--- src/rtl/vga_text_pkg.sv ---
// Shared constants, attribute-word layout and the 16-colour CGA palette for the text renderer.
package vga_text_pkg;

  localparam int COLS   = 80;
  localparam int ROWS   = 30;
  localparam int CELL_W = 8;
  localparam int CELL_H = 16;
  localparam int DISP_W = COLS * CELL_W;
  localparam int DISP_H = ROWS * CELL_H;

  localparam int ATTR_CODE_LSB = 0;
  localparam int ATTR_CODE_MSB = 7;
  localparam int ATTR_FG_LSB   = 8;
  localparam int ATTR_FG_MSB   = 11;
  localparam int ATTR_BG_LSB   = 12;
  localparam int ATTR_BG_MSB   = 15;

  // Field order mirrors the character RAM word: [15:12] bg, [11:8] fg, [7:0] code.
  typedef struct packed {
    logic [3:0] bg;
    logic [3:0] fg;
    logic [7:0] code;
  } char_word_t;

  typedef struct packed {
    logic [7:0] r;
    logic [7:0] g;
    logic [7:0] b;
  } rgb_t;

  // row*80+col as shift-and-add; 12 bits holds the largest in-range cell (2399).
  function automatic logic [11:0] cell_addr(input logic [4:0] row, input logic [6:0] col);
    logic [11:0] row_w;
    row_w = {7'b0, row};
    return (row_w << 6) + (row_w << 4) + {5'b0, col};
  endfunction

  function automatic rgb_t cga_colour(input logic [3:0] idx);
    rgb_t c;
    c = 24'h000000;
    case (idx)
      4'd0:  c = 24'h000000;
      4'd1:  c = 24'h0000AA;
      4'd2:  c = 24'h00AA00;
      4'd3:  c = 24'h00AAAA;
      4'd4:  c = 24'hAA0000;
      4'd5:  c = 24'hAA00AA;
      4'd6:  c = 24'hAA5500;
      4'd7:  c = 24'hAAAAAA;
      4'd8:  c = 24'h555555;
      4'd9:  c = 24'h5555FF;
      4'd10: c = 24'h55FF55;
      4'd11: c = 24'h55FFFF;
      4'd12: c = 24'hFF5555;
      4'd13: c = 24'hFF55FF;
      4'd14: c = 24'hFFFF55;
      4'd15: c = 24'hFFFFFF;
      default: c = 24'h000000;
    endcase
    return c;
  endfunction

endpackage

--- src/rtl/vga_text_blink.sv ---
// Frame counter for the cursor blink; only built when VGA_TEXT_CURSOR_EN is defined.
// Counts falling edges of the registered vertical sync; the cursor shows while the MSB is 0.
`ifdef VGA_TEXT_CURSOR_EN
module vga_text_blink #(
  parameter int BLINK_LOG2 = 5
) (
  input  logic clk_25,
  input  logic rst,
  input  logic vga_vs,
  output logic cursor_on
);

  logic                  vs_q;
  logic [BLINK_LOG2-1:0] frame_cnt;

  // A low pulse of any length counts once: only the 1->0 transition advances the count.
  always_ff @(posedge clk_25) begin
    if (!rst) begin
      vs_q      <= 1'b1;
      frame_cnt <= '0;
    end else begin
      vs_q <= vga_vs;
      if (vs_q && !vga_vs) begin
        frame_cnt <= frame_cnt + 1'b1;
      end
    end
  end

  assign cursor_on = ~frame_cnt[BLINK_LOG2-1];

endmodule
`endif

--- src/rtl/vga_text_render.sv ---
// Character-mode pixel source: x/y in, RGB out exactly 3 clk_25 cycles later.
// Define VGA_TEXT_CURSOR_EN to build the blinking underline cursor and its frame counter.
module vga_text_render
  import vga_text_pkg::*;
#(
  parameter int COLS       = 80,
  parameter int ROWS       = 30,
  parameter int BLINK_LOG2 = 5
) (
  input  logic        clk_25,
  input  logic        rst,
  input  logic [9:0]  x,
  input  logic [9:0]  y,
  input  logic        active,
  input  logic        vga_vs,
  output logic [11:0] char_addr,
  input  logic [15:0] char_data,
  output logic [11:0] font_addr,
  input  logic [7:0]  font_data,
  input  logic [6:0]  cursor_col,
  input  logic [4:0]  cursor_row,
  output logic [7:0]  r,
  output logic [7:0]  g,
  output logic [7:0]  b
);

  logic       in_disp;
  logic [6:0] col;
  logic [4:0] row;
  logic       cursor_hit;

  logic [2:0] s0_xl;
  logic [3:0] s0_yl;
  logic       s0_active;
  logic       s0_cursor;

  char_word_t word;
  logic [3:0] s1_fg;
  logic [3:0] s1_bg;
  logic [2:0] s1_xl;
  logic       s1_active;
  logic       s1_cursor;

  logic       pix_bit;
  logic [3:0] colour_idx;
  rgb_t       colour;

  assign col     = x[9:3];
  assign row     = y[8:4];
  assign in_disp = active && (int'(x) < COLS * CELL_W) && (int'(y) < ROWS * CELL_H);

`ifdef VGA_TEXT_CURSOR_EN
  logic cursor_on;

  vga_text_blink #(
    .BLINK_LOG2(BLINK_LOG2)
  ) u_blink (
    .clk_25    (clk_25),
    .rst       (rst),
    .vga_vs    (vga_vs),
    .cursor_on (cursor_on)
  );

  // Visibility is sampled here and travels with the pixel, so a frame edge never splits one.
  assign cursor_hit = cursor_on
                    && (col == cursor_col) && (row == cursor_row)
                    && (y[3:1] == 3'b111)
                    && (int'(cursor_col) < COLS) && (int'(cursor_row) < ROWS);
`else
  logic unused_cursor_inputs;
  localparam int unused_blink_log2 = BLINK_LOG2;

  assign unused_cursor_inputs = ^{cursor_col, cursor_row, vga_vs};
  assign cursor_hit           = 1'b0;
`endif

  // Stage 0: cell address to the character RAM; off-screen pixels read cell 0 and go black.
  always_ff @(posedge clk_25) begin
    if (!rst) begin
      char_addr <= '0;
      s0_xl     <= '0;
      s0_yl     <= '0;
      s0_active <= 1'b0;
      s0_cursor <= 1'b0;
    end else begin
      char_addr <= in_disp ? cell_addr(row, col) : 12'd0;
      s0_xl     <= x[2:0];
      s0_yl     <= y[3:0];
      s0_active <= in_disp;
      s0_cursor <= in_disp && cursor_hit;
    end
  end

  assign word = char_data;

  // Stage 1: glyph row address to the font ROM, attribute colours carried alongside.
  always_ff @(posedge clk_25) begin
    if (!rst) begin
      font_addr <= '0;
      s1_fg     <= '0;
      s1_bg     <= '0;
      s1_xl     <= '0;
      s1_active <= 1'b0;
      s1_cursor <= 1'b0;
    end else begin
      font_addr <= {word.code, s0_yl};
      s1_fg     <= word.fg;
      s1_bg     <= word.bg;
      s1_xl     <= s0_xl;
      s1_active <= s0_active;
      s1_cursor <= s0_cursor;
    end
  end

  assign pix_bit    = font_data[3'd7 - s1_xl];
  assign colour_idx = (pix_bit || s1_cursor) ? s1_fg : s1_bg;
  assign colour     = cga_colour(colour_idx);

  // Stage 2: palette lookup, blanked outside the display area.
  always_ff @(posedge clk_25) begin
    if (!rst) begin
      r <= '0;
      g <= '0;
      b <= '0;
    end else if (s1_active) begin
      r <= colour.r;
      g <= colour.g;
      b <= colour.b;
    end else begin
      r <= '0;
      g <= '0;
      b <= '0;
    end
  end

endmodule
--- config.mk ---
export PLATFORM = sky130hd
export DESIGN_NAME = vga_text_render
export DESIGN_NICKNAME = d
export VERILOG_FILES = /design/src/rtl/vga_text_pkg.sv /design/src/rtl/vga_text_blink.sv /design/src/rtl/vga_text_render.sv
export SDC_FILE = /design/constraint.sdc
export NUM_CORES = 1
export LEC_CHECK = 0
export BUFFER_PORTS_ARGS = -buffer_cell sky130_fd_sc_hd__buf_2
export CAP_MARGIN = 20
export CORE_AREA = 2 2 73 75
export DETAILED_ROUTE_END_ITERATION = 8
export DIE_AREA = 0 0 75 77
export PLACE_DENSITY = 0.71
export SYNTH_ARGS = -nofsm -noshare
export SYNTH_HDL_FRONTEND = slang
export SYNTH_SLANG_ARGS = --single-unit
--- constraint.sdc ---
create_clock -name clk_25 -period 2.12 [get_ports clk_25]
set_input_delay 0.424 -clock clk_25 [delete_from_list [all_inputs] [get_ports clk_25]]
set_output_delay 0.424 -clock clk_25 [all_outputs]
set_load 0.02 [all_outputs]
==> metrics.txt, run 1 <==
count of endpoints failing setup in the final report=0; Worst Hold Class=in -> reg; run status=complete, no violations; ANT nets after route=0; final clock period utilization by the worst path=between 90% and 100%; Largest stage delay, worst path=around 520 ps; leading cell types in the layout, fill and taps excluded=buf_2, dfxtp_1, and2_1; number of DRC markers in iteration 0=46; Req. time, crit path=about 2300 ps; # hold bufs at CTS=0; worst slew slack as a fraction of its limit=between 70% and 80%; half-perimeter wire length of the detailed placement result=2579 um; number of maximum-capacitance violations=0; area of the die=0.005775 mm2; sequential cell area fraction in the yosys report=52.48%; vias after detailed routing=1370; cell at the slowest stage of the critical path=fa_1; CP Max Fanout=2; last weighted congestion value of the routability-driven placer=between 0.8 and 0.9; CP cell instances=buf_2, fa_1, ha_1, a211oi_2, o21bai_1, a21oi_1, mux2i_1; number of fill cells in the layout=473; maximum number of pins on one net before global-route repair=33; final layout net count=between 300 and 400; post-synthesis cell area=between 0.0015 and 0.002 mm2; flop and latch count out of synthesis=49; Top-Level Pins=between 100 and 150; post-cts resize count=0; TritonCTS clock tree=done; ratio of cells with drive above 1 in the final layout=between 40% and 50%; max-slew violations=0; insertion delay to the later sink of the worst-skew pair=between 200 and 300 ps; type of element launching the critical path=input pin; capturing element type of the critical path=flip-flop; final core utilization=approximately half; setup TNS after final layout=0 ps; Total Wirelength=roughly 3200 um; row count=26; die span in y=slightly below 80 um; overflow left after global routing=0; Setup Skew=~2.5 ps; clock transition at the register clock pins on the worst setup and hold paths after CTS=around 80 ps; remaining design rule violation count=0; length of the first detailed-routing pass in iterations=4; Tot GR Track Use=between 10% and 20%; via density per instance=between 4 and 5; width of the die=between 70 and 80 um; Max Clock Freq=between 500 and 600 MHz; total clock buffers created by CTS=5; total nets after synthesis=around 240; Synthesis Warnings=0; worst supply voltage drop on vdd=between 300 and 400 uV; growth of design area from synthesis to finish=30.72%; static leakage power=roughly 1.3 nW; first-pass GRT wire length=~5000 um; crit path kind=in -> reg; arrival time worst endpoint=2200 ps; number of inserted diodes=0; Starting Density=a little under two fifths; final worst path period need=1985 ps; area of the core=~0.0050 mm2; average cell area after synthesis=between 10 and 15 um2; number of port buffers=94; power per standard cell area=between 700 and 800 mW/mm2; number of sinks driven by the clock tree=49; maximum clock path buffer count=2; Final Hold Violating Endpoints=0; Root Driver=clkbuf_8; number of antenna violations at the first check in global routing=0; Slew @ Worst Pin=399.0 ps; dpl cells=between 300 and 400; post-synthesis instance total=around 170; total design power=between 1.5 and 2 mW; unrepaired setup endpoints after global routing=no; cell type group with the largest total delay on the critical path=adder cells; Post-CTS Repair Setup Buffers=0; number of buffers and inverters on the critical path=1; count of different cell masters after synthesis=29; Post-Layout Cell Count=322; average wire length per cell after detail routing=roughly 10 um; most frequent standard cell in the layout excluding fill and tap cells=buf_2; H-tree level count=2; vias in the first global route=1253
routing by layer:
metal	wire, um	global-route usage [%]
met3	304	4.862
met4	34	4.107
met5	0	0
met1	1270	11.13
met2	1629	19.65
cell families after synthesis:
logic type,count (synthesis),share of synthesized area (%)
compound gates,15,5.422
buf+inv,27,9.237
mux,7,6.158
simple gates,56,18.07
xor+xnor,1,0.4686
flops,49,52.48
fa+ha+maj,11,8.166
final timing paths:
path,start,endpoint,slack (ps),cells past startpoint
min reg2reg,s0_yl[1],font_addr[1],440,1
max reg2reg,s1_xl[1],b[7],450,4
min,x[3],char_addr[0],330,2
max,y[4],char_addr[10],130,7
final cells by class:
cell class                 count  area, um2  share of cell area [%]
sequential                    49      980.9                   40.14
multi-input combinational     90      720.7                   29.49
timing repair buffer         101      523.0                   21.40
tap                           70      87.58                   3.584
clock buffer                   7      86.33                   3.533
clock inverter                 1      30.03                   1.229
inverter                       4      15.01                  0.6144
where the power goes:
group	leakage [nW]	internal, mW	switching, mW
logic	0.799	0.121	0.114
clock network	0.0585	0.384	0.280
registers	0.403	0.956	0.0122
flip-flops by register name, summed over array words and instances, names as in the netlist:
signal     count
s1_active      1
b              1
font_addr     12
r              2
s0_active      1
s1_bg          4
char_addr     12
s1_xl          3
s0_yl          4
s1_fg          4
s0_xl          3
g              2
through the flow:
stage / setup WS, ps / hold slack (ps) / instance area, um2
2_1_floorplan: 104.1 / 411.8 / 1869
3_3_place_gp: -142.6 / 413.7 / 2322
3_5_place_dp: -231.3 / 416.9 / 2322
4_1_cts: 73.78 / 316.3 / 2439
5_1_grt: 50.51 / 317.7 / 2444
6_report: 134.7 / 326.3 / 2444
Yosys cell counts:
library cell  number  area, um2
a211oi_1           1      7.510
a211oi_2           1      12.51
a21o_1             1      7.510
a21oi_1            5      25.02
a311oi_1           1      8.760
a31oi_1            1      6.260
and2_1            39      244.0
and3_1             2      12.51
and3b_1            1      8.760
buf_4             19      142.6
clkbuf_1           4      15.01
dfxtp_1           49      980.9
fa_1               2      40.04
ha_1               9      112.6
inv_1              4      15.01
mux2i_1            4      40.04
mux2i_4            1      22.52
mux4_1             2      52.55
nand2_1            2      7.510
nand2b_1           3      18.77
nand3b_1           2      15.01
nand4_1            1      6.260
nor2_1             5      18.77
nor2b_1            1      6.260
o21ai_0            2      10.01
o21bai_1           1      7.510
o311ai_1           1      8.760
o31ai_1            1      7.510
xor2_1             1      8.760
Power figures use the tool's default switching activity.
==> run 2: changes to the inputs <==
CORE_AREA = 2 2 70 78   (was 2 2 73 75)
DIE_AREA = 0 0 72 80   (was 0 0 75 77)
==> run 2 against run 1 <==
  * Sequential power about the same
  * Maximum frequency is 0.46% lower
  * Clock-buffer cell count shrank 1
  * Critical path type unchanged
==> metrics.txt, run 2 (synthesis results as in run 1) <==
Final Hold Violating Endpoints=0 (unchanged); overflow left after global routing=0 (unchanged); Total Wirelength=3249 um (+0.37%); number of DRC markers in iteration 0=41 (-11%); length of the first detailed-routing pass in iterations=4 (unchanged); last weighted congestion value of the routability-driven placer=0.8026 (+0.25%); maximum number of pins on one net before global-route repair=33 (unchanged); type of element launching the critical path=input pin; first-pass GRT wire length=5520 um (+11%); number of maximum-capacitance violations=0 (unchanged); number of fill cells in the layout=464 (-1.9%); CP Max Fanout=2 (unchanged); Largest stage delay, worst path=570 ps (+50 ps); total clock buffers created by CTS=5 (unchanged); Root Driver=clkbuf_8; max-slew violations=0 (unchanged); half-perimeter wire length of the detailed placement result=2545 um (-1.3%); Tot GR Track Use=12.33% (+1.2 points); number of port buffers=94 (unchanged); most frequent standard cell in the layout excluding fill and tap cells=buf_2; Top-Level Pins=108 (unchanged); unrepaired setup endpoints after global routing=no; number of sinks driven by the clock tree=49 (unchanged); via density per instance=4.419 (+3.9%); worst slew slack as a fraction of its limit=75.64% (+2.2 points); arrival time worst endpoint=2220 ps (+20 ps); Setup Skew=3.044 ps (+0.4972 ps); Non-Filler Cell Area, Final=0.002404 mm2 (-1.6%); Hold WS=323.4 ps (-2.943 ps); setup TNS after final layout=0 ps (unchanged); biggest regs=char_addr x12, font_addr x12; final worst path period need=1995 ps (+9.260 ps); storage element area=980.9 um2 (unchanged); # hold bufs at CTS=0 (unchanged); CP cell instances=buf_2, fa_1, ha_1, a211oi_1, o21bai_1, a21oi_1, mux2i_1; count of endpoints failing setup in the final report=0 (unchanged); width of the die=72 um (-4.0%); Met3 Routed Length=386 um (+27%); run status=complete, no violations; DRT met1 WL=1239 um (-2.4%); R2R setup slack=430 ps (-20 ps); cell at the slowest stage of the critical path=fa_1; power per standard cell area=733.6 mW/mm2 (-4.0%); final clock period utilization by the worst path=94.08% (+0.44 points); area of the die=0.005760 mm2 (-0.26%); number of antenna violations at the first check in global routing=0 (unchanged); static leakage power=1.252 nW (-0.66%); vias in the first global route=1387 (+11%); average wire length per cell after detail routing=10.48 um (+4.3%); post-cts resize count=0 (unchanged); insertion delay to the later sink of the worst-skew pair=290 ps (about the same); crit path kind=in -> reg; area of the core=0.004966 mm2 (-0.23%); H-tree level count=2 (unchanged); remaining design rule violation count=0 (unchanged); final layout net count=322 (unchanged); number of inserted diodes=0 (unchanged); TritonCTS clock tree=done; number of buffers and inverters on the critical path=1 (unchanged); die span in y=80 um (+3.9%); top metal layer carrying routed signals=met4; worst supply voltage drop on vdd=339.6 uV (-8.0%); Detail Route met2 WL=1579 um (-3.1%); clock transition at the register clock pins on the worst setup and hold paths after CTS=90 ps (about the same); placed cell areas=0.002307 mm2 (-0.65%); ANT nets after route=0 (unchanged); Slew @ Worst Pin=365.4 ps (-33.67 ps); cell type group with the largest total delay on the critical path=adder cells; leading cell types in the layout, fill and taps excluded=buf_2, dfxtp_1, and2_1; maximum clock path buffer count=2 (unchanged); vias after detailed routing=1370 (unchanged); Max Clock Freq=501.4 MHz (-0.46%); Req. time, crit path=2350 ps (about the same); Starting Density=37.64% (+0.085 points); area taken by multi-input logic gates=715.7 um2 (-0.69%); growth of design area from synthesis to finish=28.58%; Post-CTS Repair Setup Buffers=0 (unchanged); capturing element type of the critical path=flip-flop; ratio of cells with drive above 1 in the final layout=44.05% (unchanged); row count=27 (+3.8%); Worst Hold Class=in -> reg
==> run 2: layout make-up <==
cell class / instances / area share (%)
well taps: 58 / 3.019
flip-flops and latches: 49 / 40.81
repair buffers: 101 / 21.76
clock buffers: 6 / 3.436
clock inverters: 2 / 0.5726
inverters: 4 / 0.6247
multi-input cells: 90 / 29.78
==> run 2: final timing paths <==
path,from,to,depth (start not counted)
worst max-delay path,y[4],char_addr[10],7
worst min-delay path,x[6],char_addr[3],2
worst min register to register,s0_active,s1_active,1
worst max register to register,s1_xl[1],g[7],4
==> run 2: metrics by stage <==
stage,utilization (%),power [mW],worst slack [ps],instances
after floorplan,-,1.126,104.1,166
after detailed placement,46.46,1.223,-175.7,302
after CTS,48.40,1.800,105.9,310
after global routing,48.40,1.869,51.08,310
final,48.40,1.763,125.4,310
after global placement,46.46,1.217,-131.7,302
==> run 2: power by group <==
group | leakage (nW) | switching [mW] | internal [mW]
Clock | 0.0512 | 0.300 | 0.265
Sequential | 0.403 | 0.0124 | 0.956
Combinational | 0.798 | 0.111 | 0.119
==> run 2: metal layers <==
layer,vias to the layer above,track usage [%]
met4,0,4.528
li1,695,-
met1,598,11.81
met3,5,5.682
met5,-,0
met2,72,22.78
